## src/rtl/keypad_scanner_pkg.sv

```systemverilog
// Shared types for the keypad scanner: matrix geometry and the per-frame scan result.
package keypad_scanner_pkg;

    localparam int KP_ROWS = 4;
    localparam int KP_COLS = 4;

    typedef enum logic [1:0] {
        RES_NONE  = 2'd0,
        RES_KEY   = 2'd1,
        RES_MULTI = 2'd2
    } res_kind_t;

    typedef struct packed {
        res_kind_t  kind;
        logic [3:0] code;
    } frame_res_t;

    // NONE always carries code 0 so whole-struct compares are meaningful.
    localparam frame_res_t RES_IDLE = '{kind: RES_NONE, code: 4'd0};

endpackage

```

## src/rtl/keypad_scanner_scan_timer.sv

```systemverilog
// Row/digit strobe timer: dwell divider, 2-bit row index and active-low one-hot row decode.
module keypad_scanner_scan_timer
    import keypad_scanner_pkg::*;
#(
    parameter int SCAN_DIV = 125000
) (
    input  logic               clock,
    input  logic               rst_n,
    output logic               o_tick,
    output logic [1:0]         o_row_idx,
    output logic               o_frame_end,
    output logic [KP_ROWS-1:0] o_row
);

    localparam int CW = (SCAN_DIV > 1) ? $clog2(SCAN_DIV) : 1;

    logic [CW-1:0] r_div_cnt;
    logic [1:0]    r_row_idx;
    logic          w_tick;

    assign w_tick = (r_div_cnt == CW'(SCAN_DIV - 1));

    always_ff @(posedge clock or negedge rst_n) begin
        if (!rst_n) begin
            r_div_cnt <= '0;
            r_row_idx <= 2'd0;
        end else if (w_tick) begin
            r_div_cnt <= '0;
            r_row_idx <= r_row_idx + 2'd1;
        end else begin
            r_div_cnt <= r_div_cnt + 1'b1;
        end
    end

    assign o_tick      = w_tick;
    assign o_row_idx   = r_row_idx;
    assign o_frame_end = w_tick & (r_row_idx == 2'd3);
    assign o_row       = ~(KP_ROWS'(1) << r_row_idx);

endmodule

```

## src/rtl/keypad_scanner.sv

```systemverilog
// 4x4 active-low keypad scanner: column sync, per-frame hit accumulation, debounce and
// single-pulse press reporting.
module keypad_scanner
    import keypad_scanner_pkg::*;
#(
    parameter int SCAN_DIV = 125000,
    parameter int DEBOUNCE = 4
) (
    input  logic               clock,
    input  logic               rst_n,
    input  logic [KP_COLS-1:0] col,
    output logic [KP_ROWS-1:0] row,
    output logic [3:0]         key_code,
    output logic               key_valid,
    output logic               key_down
);

    localparam logic [3:0] DB = 4'(DEBOUNCE);

    logic               w_tick;
    logic               w_frame_end;
    logic [1:0]         w_row_idx;
    logic [KP_COLS-1:0] r_col_m;
    logic [KP_COLS-1:0] r_col_s;
    logic [1:0]         r_hits;
    logic [3:0]         r_code;
    logic [1:0]         w_hits_nxt;
    logic [3:0]         w_code_nxt;
    frame_res_t         w_res;
    frame_res_t         r_cand;
    frame_res_t         r_stable;
    frame_res_t         w_cand_nxt;
    logic [3:0]         r_cnt;
    logic [3:0]         w_cnt_nxt;
    logic               w_accept;

    keypad_scanner_scan_timer #(.SCAN_DIV(SCAN_DIV)) u_scan_timer (
        .clock       (clock),
        .rst_n       (rst_n),
        .o_tick      (w_tick),
        .o_row_idx   (w_row_idx),
        .o_frame_end (w_frame_end),
        .o_row       (row)
    );

    // Released (pulled-up) is the safe reset value for the column lines.
    always_ff @(posedge clock or negedge rst_n) begin
        if (!rst_n) begin
            r_col_m <= '1;
            r_col_s <= '1;
        end else begin
            r_col_m <= col;
            r_col_s <= r_col_m;
        end
    end

    always_comb begin
        w_hits_nxt = r_hits;
        w_code_nxt = r_code;
        for (int c = 0; c < KP_COLS; c++) begin
            if (!r_col_s[c]) begin
                if (w_hits_nxt != 2'd2) w_hits_nxt = w_hits_nxt + 2'd1;
                w_code_nxt = {w_row_idx, 2'(c)};
            end
        end
    end

    always_comb begin
        w_res = RES_IDLE;
        if (w_hits_nxt == 2'd1) begin
            w_res = '{kind: RES_KEY, code: w_code_nxt};
        end else if (w_hits_nxt == 2'd2) begin
            w_res = '{kind: RES_MULTI, code: 4'd0};
        end
    end

    always_comb begin
        w_cand_nxt = r_cand;
        w_cnt_nxt  = r_cnt;
        if (w_res.kind != RES_MULTI) begin
            if (w_res == r_cand) begin
                if (r_cnt != DB) w_cnt_nxt = r_cnt + 4'd1;
            end else begin
                w_cand_nxt = w_res;
                w_cnt_nxt  = 4'd1;
            end
        end
    end

    assign w_accept = (w_cnt_nxt == DB) && (w_cand_nxt != r_stable);

    always_ff @(posedge clock or negedge rst_n) begin
        if (!rst_n) begin
            r_hits <= 2'd0;
            r_code <= 4'd0;
        end else if (w_frame_end) begin
            r_hits <= 2'd0;
            r_code <= 4'd0;
        end else if (w_tick) begin
            r_hits <= w_hits_nxt;
            r_code <= w_code_nxt;
        end
    end

    always_ff @(posedge clock or negedge rst_n) begin
        if (!rst_n) begin
            r_cand    <= RES_IDLE;
            r_cnt     <= 4'd0;
            r_stable  <= RES_IDLE;
            key_code  <= 4'd0;
            key_valid <= 1'b0;
            key_down  <= 1'b0;
        end else begin
            key_valid <= 1'b0;
            if (w_frame_end) begin
                r_cand <= w_cand_nxt;
                r_cnt  <= w_cnt_nxt;
                if (w_accept) begin
                    r_stable <= w_cand_nxt;
                    if (w_cand_nxt.kind == RES_KEY) begin
                        key_code  <= w_cand_nxt.code;
                        key_valid <= 1'b1;
                        key_down  <= 1'b1;
                    end else begin
                        key_down  <= 1'b0;
                    end
                end
            end
        end
    end

endmodule

```

## config.mk

```make
export PLATFORM = sky130hd
export DESIGN_NAME = keypad_scanner
export DESIGN_NICKNAME = d
export VERILOG_FILES = /design/src/rtl/keypad_scanner_pkg.sv /design/src/rtl/keypad_scanner_scan_timer.sv /design/src/rtl/keypad_scanner.sv
export SDC_FILE = /design/constraint.sdc
export NUM_CORES = 1
export LEC_CHECK = 0
export BUFFER_PORTS_ARGS = -buffer_cell sky130_fd_sc_hd__buf_2
export CAP_MARGIN = 10
export CELL_PAD_IN_SITES_DETAIL_PLACEMENT = 0
export CELL_PAD_IN_SITES_GLOBAL_PLACEMENT = 1
export CORE_ASPECT_RATIO = 0.5
export CORE_MARGIN = 1.5
export CORE_UTILIZATION = 40
export CTS_BUF_LIST = sky130_fd_sc_hd__clkbuf_4
export CTS_CLUSTER_DIAMETER = 100
export DETAILED_ROUTE_END_ITERATION = 8
export PLACE_DENSITY_LB_ADDON = 0.1
export SYNTH_ARGS = -nofsm -noshare
export SYNTH_HDL_FRONTEND = slang
export SYNTH_SLANG_ARGS = --single-unit
```

## constraint.sdc

```tcl
create_clock -name clock -period 4.4 [get_ports clock]
set_input_delay 0.88 -clock clock [delete_from_list [all_inputs] [get_ports clock]]
set_output_delay 0.88 -clock clock [all_outputs]
set_load 0.05 [all_outputs]
```

==> results.md, run 1 <==
- The run finished with clean final reports.
- Timing analysis after detailed placement gives a worst setup slack of 0.220 ns.
- The largest vdd supply drop is 0.115 mV.
- In this run the deepest clock path goes through 2 buffers.
- The path category of the worst min-delay check is flop to flop.
- The clock-pin slew reported for the worst setup and hold paths after clock tree synthesis is 0.18 ns.
- The overall overflow remaining after global route is 0.
- The synthesized design contains 0 enable-type register cells.
- The initial cell density of the core is a little over two fifths.
- The number of buffers added on ports is 15.
- The least setup slack across all paths after layout is 0.325 ns.
- The overall fraction of global-route tracks in use is 18.0%.
- Sorting the synthesized cells by how often they occur yields dfrtp_1, nand2_1, inv_1, nor2_1, o21ai_0.
- At the worst endpoint, the required time is around 4.7 ns.
- The first global-routing pass estimated 12.8 mm of wire.
- The mean cell area of the mapped netlist is 9.69 um^2.
- The critical path contains buffers and inverters numbering 0 combined.
- The time the worst path needs with I/O delays and setup is 4.08 ns.
- The via-per-instance ratio is ~5.5.
- The share of synthesized area in the top cell type comes to 34.4%.
- The area growth from synthesis to final layout is 7.98%.
- The setup total negative slack is 0 ns.
- The die covers 0.00915 mm^2.
- The critical path goes through mux2i_4 -> nor2_1 -> o41ai_4 -> nand2_2 -> ha_1 -> or4_1 -> mux2_4 -> o31ai_4 -> a21oi_4 -> o21ai_2 -> mux2_4.
- The detailed placer's ending HPWL is approximately 5.5 mm.
- STA classifies the critical path startpoint as a flop.
- The number of endpoints with negative hold slack in the final report is 0.
- The number of distinct standard cells referenced by the synthesized netlist is 75.
- From left edge to right edge, the die measures 134 um.
- The initial antenna violation count is 0.
- The via count of the first global-routing pass came to 2482.
- Of all cell types, the one taking the most synthesized area is dfrtp_1.
- Counting flops and latches in the post-synthesis netlist gives 55.
- On the final layout, the worst clock skew is 0.0167 ns.
- Sequential elements use 40.5% of the synthesized area.
- The detailed router used layers up to and including met4.
- The die height is 68.4 um.
- Setup repair after global routing left no endpoint under its margin.
- The proportion of layout cells with a drive suffix above 1 is 17.8%.
- The detailed-routing wirelength on met1 is 3.77 mm.
- The cell that appears most often on the critical path is mux2_4.
- The transition time of the tightest slew-check pin is slightly below 0.7 ns.
- 16 I/O pins were placed.
- Counting every net in the synthesized netlist gives around 370.
- Counting every sink on the clock net gives 55.
- The kind of critical path is flop to flop.
- The cell with the most instances after synthesis is dfrtp_1.
- The overall via count from detail_route is ~2600.
- The final clock period utilization by the worst path is 92.6%.
- Measured against its own limit, the worst slew margin works out to a little over half.
- For this block, the routed nets add up to about 7.4 mm of wire.
- Across the whole layout, storage elements account for 0.00139 mm^2.
- The count of synthesis-stage warnings from yosys is 0.
- The clock latency on the worst-skew pair is 0.40 ns.
- Ranked by total cell area, the synthesized netlist is headed by dfrtp_1, dfstp_2, ha_1.
- TritonCTS built the clock tree.
- The global placement routability congestion is around 0.86.
- The max capacitance violation total is 0.
- The root buffer cell chosen for the clock tree is clkbuf_4.
- The maximum level of the CTS H-tree is 2.
- The power per cell area is 247 mW/mm^2.
- After detailed routing, the number of remaining DRC violations is 0.
- The number of rows created at floorplan is 23.
- The iteration count of the initial detailed-routing pass is 4.
- Buffers added to address setup during post-CTS repair amount to 0.
- The synthesized instance count is approximately 350.
- The category of the worst setup path capture point is a flop.
- Counting the fill cells in the layout gives between 700 and 800.
- The placement-stage cell area is 0.00359 mm^2.
- The final-report setup violation count is 0.
- After routing the design area is 0.00369 mm^2.
- Broken down by cell family, the worst path's largest delay share belongs to multiplexers.
- The detailed route wirelength on metal2 is 3.30 mm.
- The max-slew violation count came to 0.
- In this design, the stage delay of the slowest critical-path cell is 0.81 ns.
- The highest clock frequency the design can meet is 245 MHz.
- The detail route stage leaves a number of antenna-violating nets equal to 0.
- The area used by multi-input combinational logic is 0.00186 mm^2.
- The detailed router's first-iteration violation count is just over 200.
- The main flop type after synthesis is dfrtp_1.
- For this design, the slowest cell found on the critical path is dfstp_2.
- The largest driver fanout on the critical path is 16.
- After detailed routing, the average wire length per cell comes to 15.5 um.
- The largest net degree at the start of global routing is 29.
- The cell leakage power is between 0.0015 and 0.002 uW.
- The cell area after technology mapping is 0.00342 mm^2.
- After detailed routing, the met3 layer carries 271 um of wire.
- Of all flip-flops after synthesis, the portion carrying an async set or reset was 100%.
- The number of clock buffers inserted by TritonCTS is 5.
- For the worst setup path, the data arrival time is 4.39 ns.
- The number of nets in the finished design is 381.
- The area inside the core boundary is 0.00814 mm^2.
[logic make-up (layout without fill, tap and decap cells)]
logic type / count (synthesis) / in the layout / synth area share (%)
compound gates: 86 / 86 / 19.9
xor+xnor: 24 / 24 / 6.15
fa+ha+maj: 11 / 11 / 3.95
buf+inv: 42 / 55 / 5.38
flops: 55 / 55 / 40.5
mux: 17 / 17 / 6.37
other cells: 0 / 1 / 0
simple gates: 118 / 118 / 17.7
[report_power, final]
group          switching [uW]  internal, uW
registers                12.1           513
clock network             177           125
logic                    51.4          31.2
total                     241           670
[registers in the layout, indices dropped and copies added (netlist names)]
signal / count
key_code: 4
key_down: 1
key_valid: 1
r_cand: 6
r_cnt: 4
r_code: 4
r_col_m: 4
r_col_s: 4
r_hits: 2
r_stable: 6
u_scan_timer.o_row_idx: 2
u_scan_timer.r_div_cnt: 17
[cell type report]
type	count	share of cell area (%)
antenna	1	0.0678
clock buffer	5	1.02
clock inverter	3	1.49
inverter	27	2.74
multi-input combinational	256	50.3
sequential	55	37.6
tap	112	3.80
timing repair buffer	20	3.05
[layer usage]
layer	global-route usage, %	vias to the layer above
li1	-	1300
met1	25.1	1281
met2	28.6	44
met3	3.93	8
met4	4.89	0
met5	0	-
[cell usage in the layout (no fill, tap or decap), types with 10 or more instances in the layout]
cell type,count
dfrtp_1,46
nand2_1,32
inv_1,26
nor2_1,26
o21ai_0,19
nand3_1,16
buf_2,15
xor2_1,13
xnor2_1,11
a21oi_1,11
ha_1,10
[per-stage QoR]
stage	utilization, %	power (uW)	hold slack [ns]	std cells
floorplan	-	591	0.345	353
global placement	44.1	615	0.347	470
detailed placement	44.1	616	0.348	470
CTS	45.2	927	0.370	478
global route	45.3	959	0.372	478
finish	45.3	910	0.368	479
[path summary, 6_finish.rpt]
kind                       startpoint                   endpoint  slack, ns  depth (start not counted)
max in group asynchronous       rst_n                 r_col_s[1]       3.09                          2
setup reg to reg           r_col_s[0]                r_stable[5]       0.32                         11
setup / recovery           r_col_s[0]                r_stable[5]       0.32                         11
min in group asynchronous       rst_n  u_scan_timer.r_div_cnt[5]       0.46                          1
hold / removal             r_col_m[3]                 r_col_s[3]       0.37                          0
hold reg to reg            r_col_m[3]                 r_col_s[3]       0.37                          0
[timing repair]
action	4_1_cts	5_1_grt
endpoints found under the setup margin	0	7
resized for setup	0	2
hold buffers	0	0
Power figures use the tool's default switching activity.
==> run 2, diff against run 1 <==
--- a/config.mk
+++ b/config.mk
@@ -7,15 +7,12 @@
 export LEC_CHECK = 0
 export BUFFER_PORTS_ARGS = -buffer_cell sky130_fd_sc_hd__buf_2
 export CAP_MARGIN = 10
-export CELL_PAD_IN_SITES_DETAIL_PLACEMENT = 0
-export CELL_PAD_IN_SITES_GLOBAL_PLACEMENT = 1
 export CORE_ASPECT_RATIO = 0.5
 export CORE_MARGIN = 1.5
 export CORE_UTILIZATION = 40
 export CTS_BUF_LIST = sky130_fd_sc_hd__clkbuf_4
 export CTS_CLUSTER_DIAMETER = 100
 export DETAILED_ROUTE_END_ITERATION = 8
-export PLACE_DENSITY_LB_ADDON = 0.1
 export SYNTH_ARGS = -nofsm -noshare
 export SYNTH_HDL_FRONTEND = slang
 export SYNTH_SLANG_ARGS = --single-unit
==> run 2 against run 1 <==
Compared with the run above:
- register-to-register slack lost 0.09 ns
- cell count is 0.21% lower
- maximum frequency shrank 2.2%
- flip-flop and latch count is the same
- critical endpoint is now key_down
==> results.md, run 2 (synthesized netlist as in run 1, its figures left out) <==
- The sequential power share is 57.3%.
- The number of buffers added on ports is 15.
- The number of nets with antenna violations after detailed routing is 0.
- Among the stages of the critical path, the cell type that occurs most often is ha_1.
- The max capacitance violation total is 0.
- The critical path's largest stage delay is 0.59 ns.
- The highest clock frequency the design can meet is 240 MHz.
- The run finished with clean final reports.
- The setup total negative slack is 0 ns.
- Setup repair after global routing left no endpoint under its margin.
- The wire length after detailed routing is 7.31 mm.
- The worst setup path is captured at a flop.
- In the layout the commonest cells are dfrtp_1, nand2_1, inv_1, nor2_1, o21ai_0.
- Registers take 0.00139 mm^2.
- For this run, the post-layout net count is about 380.
- The signal on the critical path passes through inv_1 -> ha_1 -> mux2i_4 -> nor2_1 -> o41ai_4 -> nand2_2 -> ha_1 -> or4_1 -> mux2_4 -> o21ai_0 -> nand3_2 -> o211ai_2 -> a21bo_1.
- The area used by multi-input combinational logic is 0.00186 mm^2.
- The cell leakage power is 0.00162 uW.
- The kind of critical path is flop to flop.
- The switching component of the power is approximately 250 uW.
- The overall via count from detail_route is approximately 2700.
- The slowest library cell on the worst path is dfrtp_1.
- In this run, CTS created clock tree buffers numbering 5.
- In this run the post-CTS setup repair buffer count came out at 0.
- The part of the total power dissipated in combinational logic is 9.1%.
- In the final layout, the share of cells above drive strength 1 is 17.5%.
- The final-report setup violation count is 0.
- Compared with the post-synthesis result, the final layout area differs by 7.87%.
- The number of endpoints with negative hold slack in the final report is 0.
- Dividing the detail-routed wire length by the instance count gives 15.3 um.
- The clock tree root buffer cell is clkbuf_4.
- The relative contribution of the clock network to total power is 33.6%.
- The most flop-heavy register is u_scan_timer.r_div_cnt.
- The number of flip-flops in the largest register is 17.
- The max-slew violation count is 0.
- The detailed router's first-iteration violation count is 220.
- The internal power consumption is 670 uW.
- The chip width is approximately 130 um.
- The die is slightly below 70 um tall.
- The area of all placed cells without fillers is roughly 0.0037 mm^2.
- The initial antenna violation count came to 0.
- The largest driver fanout on the critical path is 13.
- The I/O pin count is 16.
- The post-route DRC violation count is 0.
- The number of fill cells in the layout is a little under 800.
- The switching portion of total power is ~27%.
- Power spread over the standard cell area amounts to between 200 and 250 mW/mm^2.
- Final hold analysis gives a worst-case slack of 0.289 ns.
- Data arrives at the worst endpoint at 4.49 ns.
- The later pin in the worst-skew pair is clocked with a latency of 0.40 ns.
- The initial cell density of the core is 42.0%.
- The detailed placer's ending HPWL is 5.23 mm.
- Dividing the detail-routed via count by the number of cells gives 5.69.
- The min-delay analysis places its worst path in the category input pin to async pin.
- The largest registers in the layout are u_scan_timer.r_div_cnt (17), r_cand (6), r_stable (6).
- The worst relative slew slack is 56.4%.
- The largest net degree at the start of global routing is 47.
- The worst setup slack for register-to-register paths is roughly 0.23 ns.
- For the pin with the worst max-slew slack, the measured transition is 0.652 ns.
- The placement-stage cell area is 0.00359 mm^2.
- Once the clock tree was built, the resizer swapped 0 gates to a different size.
- The final clock period utilization by the worst path is roughly 95%.
- Leaving out fill and tap cells, the most frequent cell in the layout is dfrtp_1.
- The floorplan step defined a die boundary enclosing 0.00915 mm^2.
- The via count of the first global-routing pass came to ~2500.
- The first global-routing pass estimated ~12 mm of wire.
- The worst path in the final design needs a cycle of 4.17 ns, including I/O delays and setup.
- The maximum level of the CTS H-tree is 2.
- The number of hold buffers added after CTS was 0.
- The overall overflow remaining after global route is 0.
- The worst clock skew on the final layout is 0.0126 ns.
- The clock-pin slew reported for the worst setup and hold paths after clock tree synthesis is around 0.18 ns.
- The largest vdd supply drop is roughly 0.11 mV.
- The antenna cell count is 0.
- The region available for standard cell placement spans 0.00814 mm^2.
- The kind of start point of the critical path is a flop.
- The CTS tree is built.
- The floorplan has 23 rows.
- The clock net sink count is 55.
- Global routing consumed, over all layers together, 17.4% of the routing resources.
- Before antenna repair, the detailed router went through 5 iterations.
- The critical path required time is 4.72 ns.
- Routability-driven placement finished with a final weighted congestion of 0.905.
- No sink is reached through more buffers than the 2 on the longest clock path.
## run 2: changes by cell type in the layout (fill, tap and decap cells not counted), sizes merged
| cell | change |
|---|---|
| diode | -1 |
## run 2: layer usage
metal  track usage (%)  wire length [um]  up-vias
li1                  -                 -     1306
met1              23.7              3480     1307
met2              27.3              3280       94
met3              4.07               396       14
met4              6.52               151        0
met5                 0                 0        -
## run 2: stage by stage
step                utilization [%]  instances  total power [uW]  worst slack (ns)
floorplan                         -        353               591             0.329
global placement               44.1        470               614             0.415
detailed placement             44.1        470               616             0.229
CTS                            45.2        478               923             0.221
global route                   45.3        478               958            0.0103
finish                         45.3        478               916             0.232
## run 2: layout make-up
class / instances / share of cell area (%)
well taps: 112 / 3.80
inverters: 27 / 2.75
multi-input cells: 256 / 50.3
clock buffers: 5 / 1.02
repair buffers: 20 / 3.05
flip-flops and latches: 55 / 37.6
clock inverters: 3 / 1.49
## run 2: final timing paths
kind	start	end	cells after the start
setup reg to reg	r_hits[0]	key_down	13
max in group asynchronous	rst_n	r_cnt[2]	2
min in group clock	r_col_m[0]	r_col_s[0]	0
hold / removal	rst_n	u_scan_timer.r_div_cnt[0]	1
setup / recovery	r_hits[0]	key_down	13
hold reg to reg	r_col_m[0]	r_col_s[0]	0
## run 2: power groups by stage
stage / Sequential, uW / Combinational (uW) / Clock, uW
global route: 527 / 91.8 / 339
detailed placement: 534 / 82.3 / 0
floorplan: 523 / 68.3 / 0
CTS: 525 / 82.7 / 316
global placement: 533 / 80.7 / 0
finish: 525 / 83.1 / 308
## run 2: worst max-delay path, delay by kind of cell (launching register included)
kind / cells / cell delay [ns]
flip-flops: 1 / 0.59
multiplexers: 2 / 0.70
AO/OA/AOI/OAI: 4 / 1.11
adder cells (fa/ha/maj): 2 / 0.61
buffers and inverters: 1 / 0.14
AND/OR/NAND/NOR: 4 / 0.95
==> run 3, diff against run 2 <==
--- a/config.mk
+++ b/config.mk
@@ -7,12 +7,15 @@
 export LEC_CHECK = 0
 export BUFFER_PORTS_ARGS = -buffer_cell sky130_fd_sc_hd__buf_2
 export CAP_MARGIN = 10
-export CORE_ASPECT_RATIO = 0.5
+export CELL_PAD_IN_SITES_DETAIL_PLACEMENT = 2
+export CELL_PAD_IN_SITES_GLOBAL_PLACEMENT = 2
+export CORE_ASPECT_RATIO = 1.25
 export CORE_MARGIN = 1.5
 export CORE_UTILIZATION = 40
 export CTS_BUF_LIST = sky130_fd_sc_hd__clkbuf_4
 export CTS_CLUSTER_DIAMETER = 100
 export DETAILED_ROUTE_END_ITERATION = 8
+export PLACE_DENSITY_LB_ADDON = 0.1
 export SYNTH_ARGS = -nofsm -noshare
 export SYNTH_HDL_FRONTEND = slang
 export SYNTH_SLANG_ARGS = --single-unit
==> run 3 against run 2 <==
Compared with the run above:
- maximum frequency rose by 2.1%
- non-clock buffer count rose by 4
- routed wire length rose by 22%
- critical path depth did not move
- largest cell class unchanged
- largest power group unchanged
==> results.md, run 3 (synthesized netlist as in run 1, its figures left out) <==
- Ranked by flip-flop count, first place goes to u_scan_timer.r_div_cnt.
- Along the worst path, the maximum fanout reaches 10.
- The number of buffers added on ports is 15.
- The number of fill cells in the layout is 918.
- The die covers 0.00912 mm^2.
- The library cells used most frequently in the layout, excluding fill and tap cells, are dfrtp_1, nand2_1, inv_1, nor2_1, o21ai_0.
- The detailed-route wire length per cell is between 15 and 20 um.
- Measured against its own limit, the worst slew margin works out to 51.4%.
- From left edge to right edge, the die measures 85.7 um.
- The maximum level of the CTS H-tree is 2.
- The initial antenna violation count is 0.
- The proportion of layout cells with a drive suffix above 1 is 17.8%.
- The total area of sequential cells is between 0.001 and 0.0015 mm^2.
- The number of rows created at floorplan is 37.
- The clock latency on the worst-skew pair is 0.40 ns.
- In this run the worst hold path is classified as flop to flop.
- The critical path required time is 4.70 ns.
- The multi-input combinational cells in the finished layout cover a total of 0.00185 mm^2.
- Once detailed placement completed, the half-perimeter wirelength came to 6.68 mm.
- The time the worst path needs with I/O delays and setup is 4.08 ns.
- Summed over all failing endpoints, the final setup total negative slack is 0 ns.
- The buffer count from post-CTS setup fixing is 0.
- Once the clock tree was built, the resizer swapped 0 gates to a different size.
- The number of nets with antenna violations after detailed routing is 0.
- The power per cell area is 230 mW/mm^2.
- The antenna cell count is 0.
- The critical path is of the flop to flop type.
- The largest net degree at the start of global routing is 56.
- Setup repair after global routing left no endpoint under its margin.
- The final-report setup violation count is 0.
- After detailed routing, the number of remaining DRC violations is 0.
- In this run the standard cell core region covers just over 0.008 mm^2.
- The number of flip-flops in the largest register is 17.
- The via-per-instance ratio is 5.87.
- The final standard cell utilization of the core is 44.1%.
- The final clock period utilization by the worst path is 92.8%.
- For this run, the post-layout net count is 385.
- The maximum number of buffers from clock root to sink is 2.
- The max capacitance violation total is 0.
- In this run the clock root is driven by a clkbuf_4.
- The library cell used most frequently in the layout, excluding fill and tap cells, is dfrtp_1.
- The transition time of the tightest slew-check pin is 0.729 ns.
- The routed layout has about 2700 vias.
- The largest registers in the layout are u_scan_timer.r_div_cnt (17), r_cand (6), r_stable (6).
- After clock tree synthesis, the clock-pin slew on the worst setup and hold paths is around 0.15 ns.
- The worst clock skew on the final layout is ~0.013 ns.
- 16 I/O pins were placed.
- The category of the worst setup path capture point is a flop.
- The number of buffers inserted for hold repair after clock tree synthesis is 0.
- The global placement routability congestion is 0.779.
- The endpoint arrival time on the critical path is 4.38 ns.
- The largest vdd supply drop is about 0.18 mV.
- The initial cell density of the core is 41.3%.
- Static timing analysis puts the maximum clock frequency at 245 MHz.
- The wire length after detailed routing is 8.92 mm.
- For this run the aggregate overflow at the end of global routing stands at 0.
- Global routing used 21.3% of the available tracks.
- The iteration count of the initial detailed-routing pass is 4.
- Buffers inserted during clock tree synthesis total 5.
- The via count of the first global-routing pass is 2993.
- The clock net sink count is 55.
- The analysis attributes to cell leakage a power of roughly 0.0016 uW.
- The max-slew violation count is 0.
- The flow ran to the end, and the final reports show no timing, DRC or antenna violations.
- After the first detailed-routing iteration, the DRC count stood at 79.
- The first global-routing pass estimated 15.2 mm of wire.
- The number of endpoints with negative hold slack in the final report is 0.
- The worst setup path is launched from a flop.
- TritonCTS built the clock tree.
- From synthesis to final layout, the design area changed by 6.92%.
- The floorplan step set the die height to 106 um.
## run 3: changes by cell type in the layout (fill, tap and decap cells not counted), sizes merged
cell	change
bufinv	-1
inv	+1
buf	+4
## run 3: area by class of cell
cell class | instances | area share (%)
repair buffers | 24 | 3.90
flip-flops and latches | 55 | 37.9
clock inverters | 3 | 0.479
well taps | 97 | 3.32
inverters | 27 | 2.77
clock buffers | 5 | 1.03
multi-input cells | 256 | 50.6
## run 3: through the flow
| stage | hold WS [ns] | instance area, um^2 | std cells | power (uW) | setup slack (ns) |
|---|---|---|---|---|---|
| floorplan | 0.345 | 3420 | 353 | 591 | 0.329 |
| global placement | 0.347 | 3600 | 459 | 619 | 0.561 |
| detailed placement | 0.347 | 3600 | 459 | 623 | 0.330 |
| CTS | 0.368 | 3660 | 467 | 861 | 0.306 |
| global route | 0.372 | 3660 | 467 | 881 | 0.0439 |
| finish | 0.366 | 3660 | 467 | 842 | 0.318 |
## run 3: worst paths after layout
| path | start | end | slack [ns] | cells after the start |
|---|---|---|---|---|
| max in group asynchronous | rst_n | key_down | 3.31 | 2 |
| setup reg to reg | r_hits[1] | r_stable[5] | 0.32 | 13 |
| hold reg to reg | r_col_m[3] | r_col_s[3] | 0.37 | 0 |
| setup / recovery | r_hits[1] | r_stable[5] | 0.32 | 13 |
| hold / removal | r_col_m[3] | r_col_s[3] | 0.37 | 0 |
| min in group asynchronous | rst_n | r_hits[0] | 0.60 | 2 |
## run 3: report_power, final
| group | internal, uW | switching, uW |
|---|---|---|
| Combinational | 33.1 | 54.9 |
| Sequential | 513 | 11.5 |
| Clock | 62.2 | 168 |
## run 3: routing by layer
layer	track usage, %	wire, um	up-vias
met2	37.8	4630	31
li1	-	-	1299
met1	25.9	3940	1401
met4	7.49	173	0
met3	3.18	178	12
met5	0	0	-
## run 3: critical path, cell delays in order (launching register included)
cell      delay [ns]
dfrtp_1         0.43
inv_1           0.10
ha_1            0.32
mux2i_2         0.39
o21ai_0         0.16
o22ai_1         0.33
nand2_2         0.11
ha_1            0.31
or4_1           0.57
mux2i_2         0.25
nand4b_1        0.22
a21oi_4         0.34
o21ai_2         0.14
mux2_4          0.32
